[src/rtl/load_store_unit_if.sv]
// Data-memory bus between the load/store unit (master) and data memory (slave):
// request/grant, write payload and read response.
interface load_store_unit_if #(
    parameter int DATA_WIDTH = 32
) ();
    logic                  mem_req;
    logic                  mem_we;
    logic [DATA_WIDTH-1:0] mem_addr;
    logic [3:0]            mem_be;
    logic [DATA_WIDTH-1:0] mem_wdata;
    logic                  mem_gnt;
    logic                  mem_rvalid;
    logic [DATA_WIDTH-1:0] mem_rdata;

    modport master (
        output mem_req, mem_we, mem_addr, mem_be, mem_wdata,
        input  mem_gnt, mem_rvalid, mem_rdata
    );

    modport slave (
        input  mem_req, mem_we, mem_addr, mem_be, mem_wdata,
        output mem_gnt, mem_rvalid, mem_rdata
    );
endinterface

[src/rtl/load_store_unit.sv]
// Single-outstanding load/store unit: byte enables, store lane replication, load extraction.
// Define LSU_MISALIGN_TRAP_EN to report misaligned H/W accesses instead of force-aligning them.
module load_store_unit #(
    parameter int DATA_WIDTH = 32
) (
    input  logic                  clk,
    input  logic                  rst_n,
    input  logic                  req_valid,
    output logic                  req_ready,
    input  logic                  MemRead,
    input  logic                  MemWrite,
    input  logic [2:0]            Funct3,
    input  logic [DATA_WIDTH-1:0] ALUResult,
    input  logic [DATA_WIDTH-1:0] StoreData,
    load_store_unit_if.master     mem,
    output logic                  rsp_valid,
    output logic [DATA_WIDTH-1:0] rsp_data,
    output logic                  misaligned
);
    localparam logic [1:0] ST_IDLE = 2'd0;
    localparam logic [1:0] ST_REQ  = 2'd1;
    localparam logic [1:0] ST_WAIT = 2'd2;
    localparam logic [1:0] ST_RESP = 2'd3;

    localparam logic [1:0] SZ_B = 2'd0;
    localparam logic [1:0] SZ_H = 2'd1;
    localparam logic [1:0] SZ_W = 2'd2;

    function automatic logic [3:0] be_of(input logic [1:0] size, input logic [1:0] a);
        case (size)
            SZ_B:    return 4'b0001 << a;
            SZ_H:    return a[1] ? 4'b1100 : 4'b0011;
            default: return 4'b1111;
        endcase
    endfunction

    function automatic logic [DATA_WIDTH-1:0] wdata_of(input logic [1:0] size,
                                                       input logic [DATA_WIDTH-1:0] d);
        case (size)
            SZ_B:    return {4{d[7:0]}};
            SZ_H:    return {2{d[15:0]}};
            default: return d;
        endcase
    endfunction

    // Byte offset of the addressed lane after natural alignment of H/W accesses.
    function automatic logic [1:0] offset_of(input logic [1:0] size, input logic [1:0] a);
        case (size)
            SZ_B:    return a;
            SZ_H:    return {a[1], 1'b0};
            default: return 2'b00;
        endcase
    endfunction

    function automatic logic [DATA_WIDTH-1:0] extract(input logic [DATA_WIDTH-1:0] rdata,
                                                      input logic [1:0] off,
                                                      input logic [1:0] size,
                                                      input logic uns);
        logic [DATA_WIDTH-1:0] sh;
        sh = rdata >> {off, 3'b000};
        case (size)
            SZ_B:    return uns ? {24'd0, sh[7:0]}  : {{24{sh[7]}}, sh[7:0]};
            SZ_H:    return uns ? {16'd0, sh[15:0]} : {{16{sh[15]}}, sh[15:0]};
            default: return sh;
        endcase
    endfunction

    logic [1:0] state;
    logic [1:0] size_in;
    logic       mis_in;
    logic       is_load_q;
    logic [1:0] size_q;
    logic       uns_q;
    logic [1:0] off_q;
    logic       mis_q;

    always_comb begin
        size_in = SZ_W;
        case (Funct3[1:0])
            2'b00:   size_in = SZ_B;
            2'b01:   size_in = SZ_H;
            default: size_in = SZ_W;
        endcase
    end

`ifdef LSU_MISALIGN_TRAP_EN
    assign mis_in = (MemRead | MemWrite) &
                    (((size_in == SZ_H) & ALUResult[0]) |
                     ((size_in == SZ_W) & (ALUResult[1:0] != 2'b00)));
`else
    assign mis_in = 1'b0;
`endif

    // Control outputs decode from registered state only; mem_req drops with async reset.
    assign req_ready   = (state == ST_IDLE);
    assign mem.mem_req = (state == ST_REQ);
    assign rsp_valid   = (state == ST_RESP);
    assign misaligned  = mis_q;

    always_ff @(posedge clk or negedge rst_n) begin
        if (!rst_n) begin
            state         <= ST_IDLE;
            is_load_q     <= 1'b0;
            size_q        <= SZ_B;
            uns_q         <= 1'b0;
            off_q         <= 2'b00;
            mis_q         <= 1'b0;
            mem.mem_we    <= 1'b0;
            mem.mem_addr  <= '0;
            mem.mem_be    <= 4'b0000;
            mem.mem_wdata <= '0;
            rsp_data      <= '0;
        end else begin
            case (state)
                ST_IDLE: begin
                    if (req_valid) begin
                        is_load_q     <= MemRead;
                        size_q        <= size_in;
                        uns_q         <= Funct3[2];
                        off_q         <= offset_of(size_in, ALUResult[1:0]);
                        mis_q         <= mis_in;
                        mem.mem_we    <= MemWrite & ~MemRead;
                        mem.mem_addr  <= {ALUResult[DATA_WIDTH-1:2], 2'b00};
                        mem.mem_be    <= be_of(size_in, ALUResult[1:0]);
                        mem.mem_wdata <= wdata_of(size_in, StoreData);
                        if (!(MemRead | MemWrite)) begin
                            rsp_data <= ALUResult;
                            state    <= ST_RESP;
                        end else begin
                            rsp_data <= '0;
                            state    <= mis_in ? ST_RESP : ST_REQ;
                        end
                    end
                end
                ST_REQ: begin
                    if (mem.mem_gnt) state <= is_load_q ? ST_WAIT : ST_RESP;
                end
                ST_WAIT: begin
                    if (mem.mem_rvalid) begin
                        rsp_data <= extract(mem.mem_rdata, off_q, size_q, uns_q);
                        state    <= ST_RESP;
                    end
                end
                default: state <= ST_IDLE;
            endcase
        end
    end
endmodule

[src/flat_wrapper.sv]
// flat-port wrapper written by rule: the top's interface ports become plain ports
module load_store_unit_flat 
#(
    parameter int DATA_WIDTH = 32
)
  (clk, rst_n, req_valid, req_ready, MemRead, MemWrite, Funct3, ALUResult, StoreData, rsp_valid, rsp_data, misaligned, mem_mem_req, mem_mem_we, mem_mem_addr, mem_mem_be, mem_mem_wdata, mem_mem_gnt, mem_mem_rvalid, mem_mem_rdata);
  load_store_unit_if #(.DATA_WIDTH(DATA_WIDTH)) mem_i ();
  input  logic clk;
  input  logic rst_n;
  input  logic req_valid;
  output logic req_ready;
  input  logic MemRead;
  input  logic MemWrite;
  input  logic [2:0] Funct3;
  input  logic [DATA_WIDTH-1:0] ALUResult;
  input  logic [DATA_WIDTH-1:0] StoreData;
  output logic rsp_valid;
  output logic [DATA_WIDTH-1:0] rsp_data;
  output logic misaligned;
  output wire logic [$bits(mem_i.mem_req)-1:0] mem_mem_req;
  output wire logic [$bits(mem_i.mem_we)-1:0] mem_mem_we;
  output wire logic [$bits(mem_i.mem_addr)-1:0] mem_mem_addr;
  output wire logic [$bits(mem_i.mem_be)-1:0] mem_mem_be;
  output wire logic [$bits(mem_i.mem_wdata)-1:0] mem_mem_wdata;
  input wire logic [$bits(mem_i.mem_gnt)-1:0] mem_mem_gnt;
  input wire logic [$bits(mem_i.mem_rvalid)-1:0] mem_mem_rvalid;
  input wire logic [$bits(mem_i.mem_rdata)-1:0] mem_mem_rdata;
  assign mem_mem_req = mem_i.mem_req;
  assign mem_mem_we = mem_i.mem_we;
  assign mem_mem_addr = mem_i.mem_addr;
  assign mem_mem_be = mem_i.mem_be;
  assign mem_mem_wdata = mem_i.mem_wdata;
  assign mem_i.mem_gnt = mem_mem_gnt;
  assign mem_i.mem_rvalid = mem_mem_rvalid;
  assign mem_i.mem_rdata = mem_mem_rdata;
  load_store_unit #(.DATA_WIDTH(DATA_WIDTH)) u_core (.clk(clk), .rst_n(rst_n), .req_valid(req_valid), .req_ready(req_ready), .MemRead(MemRead), .MemWrite(MemWrite), .Funct3(Funct3), .ALUResult(ALUResult), .StoreData(StoreData), .mem(mem_i), .rsp_valid(rsp_valid), .rsp_data(rsp_data), .misaligned(misaligned));
endmodule
[config.mk]
export PLATFORM = sky130hd
export DESIGN_NAME = load_store_unit_flat
export DESIGN_NICKNAME = d
export VERILOG_FILES = /design/src/rtl/load_store_unit_if.sv /design/src/rtl/load_store_unit.sv /design/src/flat_wrapper.sv
export SDC_FILE = /design/constraint.sdc
export NUM_CORES = 1
export LEC_CHECK = 0
export BUFFER_PORTS_ARGS = -buffer_cell sky130_fd_sc_hd__clkbuf_2
export CORE_UTILIZATION = 40
export DETAILED_ROUTE_END_ITERATION = 8
export PLACE_DENSITY = 0.74
export SLEW_MARGIN = 5
export SYNTH_ARGS = -nofsm -noshare
export SYNTH_HDL_FRONTEND = slang
export SYNTH_SLANG_ARGS = --single-unit
[constraint.sdc]
create_clock -name clk -period 3.6 [get_ports clk]
set_clock_uncertainty 0.15 [all_clocks]
set_input_delay 0.36 -clock clk [delete_from_list [all_inputs] [get_ports clk]]
set_output_delay 0.36 -clock clk [all_outputs]
set_load 0.02 [all_outputs]
## Yosys cells after proc, flatten, opt, wreduce, memory -nomap -nowiden

Index checks and enable logic that the tools add are counted.

- Register bits: 107
- Output and inout port bits: 105

- Equality and inequality tests: 9
- Shift operators: 2
- Multiplexer cells: 18
- Bitwise operators: 3
- Reductions and logical operators: 8

Operators with widths:

| operator | count |
|---|---|
| one-hot mux 32 bit (2 select lines) | 3 |
| two-way mux 32 bit | 5 |
| right shift 32 x 5 -> 32 bit | 1 |
| == test 2 x 1 -> 1 bit, second input constant | 4 |
| logical NOT 2 bit | 4 |
| two-way mux 2 bit | 4 |
| one-hot mux 2 bit (2 select lines) | 2 |
| one-hot mux 4 bit (2 select lines) | 1 |
| one-hot mux 2 bit (3 select lines) | 1 |
| AND reduction 3 bit | 2 |
| == test 2 bit, second input constant | 2 |
| two-way mux 4 bit | 1 |
| != test 2 bit, second input constant | 2 |
| << shifter 1 x 2 -> 4 bit, first input constant | 1 |
| != test 2 x 1 -> 1 bit, second input constant | 1 |
| AND reduction 2 bit | 1 |
| nonzero test 2 bit | 1 |
| AND 1 bit | 1 |
| two-way mux 1 bit | 1 |
| inverter 1 bit | 1 |
| bitwise OR 1 bit | 1 |

## Logic depth before layout (Yosys ltp)

- Depth in word-level cells: 5
- Depth in mapped cells: 8
- Gate-level depth less buffers: 6

## Least setup slack after synthesis

No wires, ideal clock.

- Path kind: register to register
- From: register u_core.state[0]
- To: register u_core.rsp_data[8]
- Library setup time: 0.152 ns
- Arrival time: 1.785 ns
- Data required time: 3.298 ns
- Slack: 1.514 ns
- Stages on the path, launching flop included: 7
- Path buffers: 1
- Clock period less this slack: 2.086 ns
- Cells stage by stage: dfrtp_1 inv_1 ha_1 nor2_1 nor3_4 clkbuf_1 a221oi_1

- Word-level cells in the longest chain between the ends: 3

Ends and longest elaborated chain:

| what | RTL line | source |
|---|---|---|
| start: declaration | load_store_unit.sv:68 | `logic [1:0] state;` |
| start signal: assignment | load_store_unit.sv:131 | `state <= mis_in ? ST_RESP : ST_REQ;` |
| start signal: assignment | load_store_unit.sv:136 | `if (mem.mem_gnt) state <= is_load_q ? ST_WAIT : ST_RESP;` |
| logical NOT 2 bit * | -- |  |
| named net req_ready | flat_wrapper.sv:11 | `output logic req_ready;` |
| != test 2 bit (no line) / nonzero test 2 bit (equally long branches) | -- |  |
| AND reduction 3 bit (no line) | -- |  |
| end signal: assignment | load_store_unit.sv:127 | `rsp_data <= ALUResult;` |
| end signal: assignment | load_store_unit.sv:140 | `rsp_data <= extract(mem.mem_rdata, off_q, size_q, uns_q);` |
| end: declaration | load_store_unit.sv:17 | `output logic [DATA_WIDTH-1:0] rsp_data,` |

The timed path passes the listed nets; every way through them passes the cells marked *.
A chain may end at the register's enable or synchronous reset.

## Final worst setup path

- From: register u_core.state[0]
- To: register u_core.rsp_data[20]

- Word-level cells in the longest chain between the ends: 3

Ends and longest elaborated chain:

| what |
|---|
| == test 2 bit / logical NOT 2 bit (equally long branches) |
| != test 2 bit (no line) / nonzero test 2 bit (equally long branches) |
| AND reduction 3 bit (no line) |

Parallel ways exist; a longest one is shown, timed or not.

==> impl_metrics.yaml <==
clocking:
  postCtsSetupBuffers: 0
  cts_hold_buf: 1
  post_cts_resize_count: 0
  cts_tree: "yes"
  cts_root_buffer: "clkbuf_16"
  cts_htree_levels: 3
  clkTransAtPathRegs_ns: 0.08
  cts.sinks: 107
  clk_latency_ns: 0.36
  cts.path.max_buffers: 2
  cts_buffers: 9
run_status:
  outcome: "finished clean"
worst_setup_path:
  arrival_ns: 2.65
  worstPathRequired_ns: 3.64
  regToRegStartpoint: "u_core.state[0]"
  timing.rr.end: "u_core.rsp_data[20]"
  crit_type: "reg2reg"
  crit_end: "u_core.rsp_data[20]"
  cp-end-kind: "flip-flop"
  worst_r2r_path_depth: 6
  crit_path_start_kind: "flip-flop"
  startpoint: "u_core.state[0]"
  cp_max_fo: 31
  r2r_slack_ns: 0.99
global_route:
  grt_pass1_wl_mm: 24.98
  grt_remaining_overflow: 0
  grtUsageTotal_pct: 23.08
  grt_pass1_vias: 4700
  antenna_found_initial: 0
  grt_max_degree: 89
synthesis:
  yosys-top-cells-count: "dfrtp_1 (107), nand2_1 (69), mux2_2 (55)"
  ys_types: 38
  synth_simple_gate_area_share_pct: 11.16
  synthMuxAreaShare_pct: 18.36
  synth_area_leaders: "dfrtp_1 (50%), mux2_2 (11%), mux2i_1 (6.5%), nand2_1 (4.8%), a21oi_1 (3.3%)"
  synth_top_flop_cell: "dfrtp_1"
  synth-xor-area-share_pct: 0
  synth_top_family_by_area: "multiplexers"
  synth_top_area_cell: "dfrtp_1"
  synth_compound_area_share_pct: 15.93
  synthArstFlopShare_pct: 100.0
  synth_cells: 512
  syn-cell-area_mm2: 0.005404
  synth-seq-cells: 107
  seq_area_frac_synth_pct: 49.55
  yosysMostFrequentCell: "dfrtp_1"
  avgSynthCellArea_um2: 10.55
  synth_adder_area_share_pct: 0.9261
  synth.top_cell.area_share_pct: 49.55
  synth_edf_count: 0
  yosys_warnings: 0
die:
  rows: 42
  die_w_um: 118.2
  dieArea_mm2: 0.01398
  die_h_um: 118.2
  top_level_ports: 211
  start_util_pct: 40.97
  core_area_mm2: 0.01319
detailed_routing:
  via_per_inst: 5.425
  drtIter0Drc: 450
  wl_per_cell_um: 17.83
  num_vias: 4763
  ant_nets: 0
  postRouteWirelength_mm: 15.66
  route.detailed.drc: 0
  drtPass1Iterations: 5
layout:
  nFillCells: 1192
  layout.nets: 807
  syn2layout_area_growth_pct: 26.23
  layout-drive-gt1-share_pct: 43.30
  antenna_cells: 0
  post-route-util_pct: 51.72
sta:
  relSlewSlack_pct: 30.38
  drv_slew: 0
  post-route-period-util_pct: 72.54
  tns_ns: 0
  fmax_mhz: 382.9
  setup_viol: 0
  worst_slew_pin_slew_ns: 1.043
  min_period_ns: 2.611
  rsz0062_at_grt: "false"
  holdWs_ns: 0.1082
  final_hold_viol_count: 0
pwr:
  p_sw_share_pct: 44.94
  internal-power_mw: 3.638
  peakVddDrop_mv: 0.3642
  p_seq_share_pct: 33.2
  pwr-share-comb_pct: 52.7
  p_per_area_mw_per_mm2: 968.6
  power.clock.fraction_pct: 14.1
  p_sw_mw: 2.970
  leakage_nw: 3.268
min_path:
  hp-class: "in2reg"
placement:
  io_buffers: 207
  dp_hpwl_mm: 11.78
  routabilityCongestion: 0.8937
job:
  drv_cap: 0
[how the worst min path moves through the flow]
stage / start / end / slack [ns] / cells after the start
floorplan: rst_n / u_core.is_load_q / -0.09 / 0
global placement: u_core.mem.mem_wdata[12] / u_core.mem.mem_wdata[12] / 0.31 / 2
detailed placement: u_core.mem.mem_wdata[30] / u_core.mem.mem_wdata[30] / 0.32 / 2
CTS: ALUResult[14] / u_core.mem.mem_addr[14] / 0.1 / 2
global route: ALUResult[14] / u_core.mem.mem_addr[14] / 0.10 / 2
finish: Funct3[2] / u_core.uns_q / 0.11 / 2
[sequential cells by signal, indices dropped and copies added, names as in the netlist]
signal / count
u_core.mem.mem_addr: 30
u_core.state: 2
u_core.rsp_data: 32
u_core.off_q: 2
u_core.mem.mem_we: 1
u_core.is_load_q: 1
u_core.mem.mem_be: 4
u_core.size_q: 2
u_core.mem.mem_wdata: 32
u_core.uns_q: 1
[final cells by class]
class | instances | area [um2] | share of cell area, %
sequential | 107 | 2678 | 39.25
multi-input combinational | 359 | 2527 | 37.05
timing repair buffer | 216 | 1109 | 16.25
clock buffer | 12 | 246.5 | 3.613
tap | 176 | 220.2 | 3.228
clock inverter | 4 | 26.28 | 0.3852
inverter | 4 | 15.01 | 0.2201
[per-stage QoR]
stage	area (um2)	worst slack [ns]	cells	power (mW)
after floorplan	5411	1.514	514	4.613
after global placement	6539	1.142	861	5.542
after detailed placement	6539	1.002	861	5.694
after CTS	6822	0.9970	878	6.641
after global routing	6822	0.7410	878	7.036
final	6822	0.9887	878	6.608
[cell families after synthesis]
kind of cell	after synthesis
simple gates	139
compound gates	122
flops	107
mux	91
buf+inv	48
fa+ha+maj	4
other cells	1
[layer usage]
metal / track usage [%] / routed length, um
met1: 29.58 / 6397
met2: 37.43 / 7545
met3: 5.502 / 1348
met4: 9.455 / 365
met5: 0 / 0
[power groups by stage]
stage	Clock (mW)	Sequential, mW	Combinational, mW
finish	0.934	2.19	3.48
global route	0.999	2.26	3.77
CTS	0.957	2.19	3.50
detailed placement	0	2.20	3.49
global placement	0	2.18	3.36
floorplan	0	2.83	1.79
[critical path, cell delays in order (launching register included)]
cell and delay [ns]:
dfrtp_1 0.41, inv_1 0.11, ha_1 0.46, buf_4 0.39, nand3b_1 0.21, a21oi_4 0.53, a221oi_1 0.19
[placed cells by master (no fill, tap or decap), types with 2 or more instances in the layout]
cell type / netlist / final
a221oi_1: 14 / 14
clkbuf_16: 0 / 9
nor2_2: 1 / 2
nand3b_1: 8 / 8
o31ai_1: 2 / 2
ha_1: 4 / 4
a21oi_1: 36 / 36
o211ai_1: 6 / 6
o2bb2ai_1: 7 / 7
a221oi_2: 10 / 10
mux2i_1: 35 / 35
a31oi_1: 8 / 8
nor2b_1: 8 / 8
conb_1: 1 / 3
nand2_1: 69 / 68
inv_1: 4 / 4
buf_4: 5 / 9
dfrtp_1: 107 / 107
mux2_2: 55 / 55
nand2b_1: 3 / 3
clkbuf_1: 23 / 2
o21ai_0: 31 / 31
clkbuf_2: 0 / 206
clkinv_2: 0 / 2
nor2_1: 46 / 45
Power figures use the tool's default switching activity.
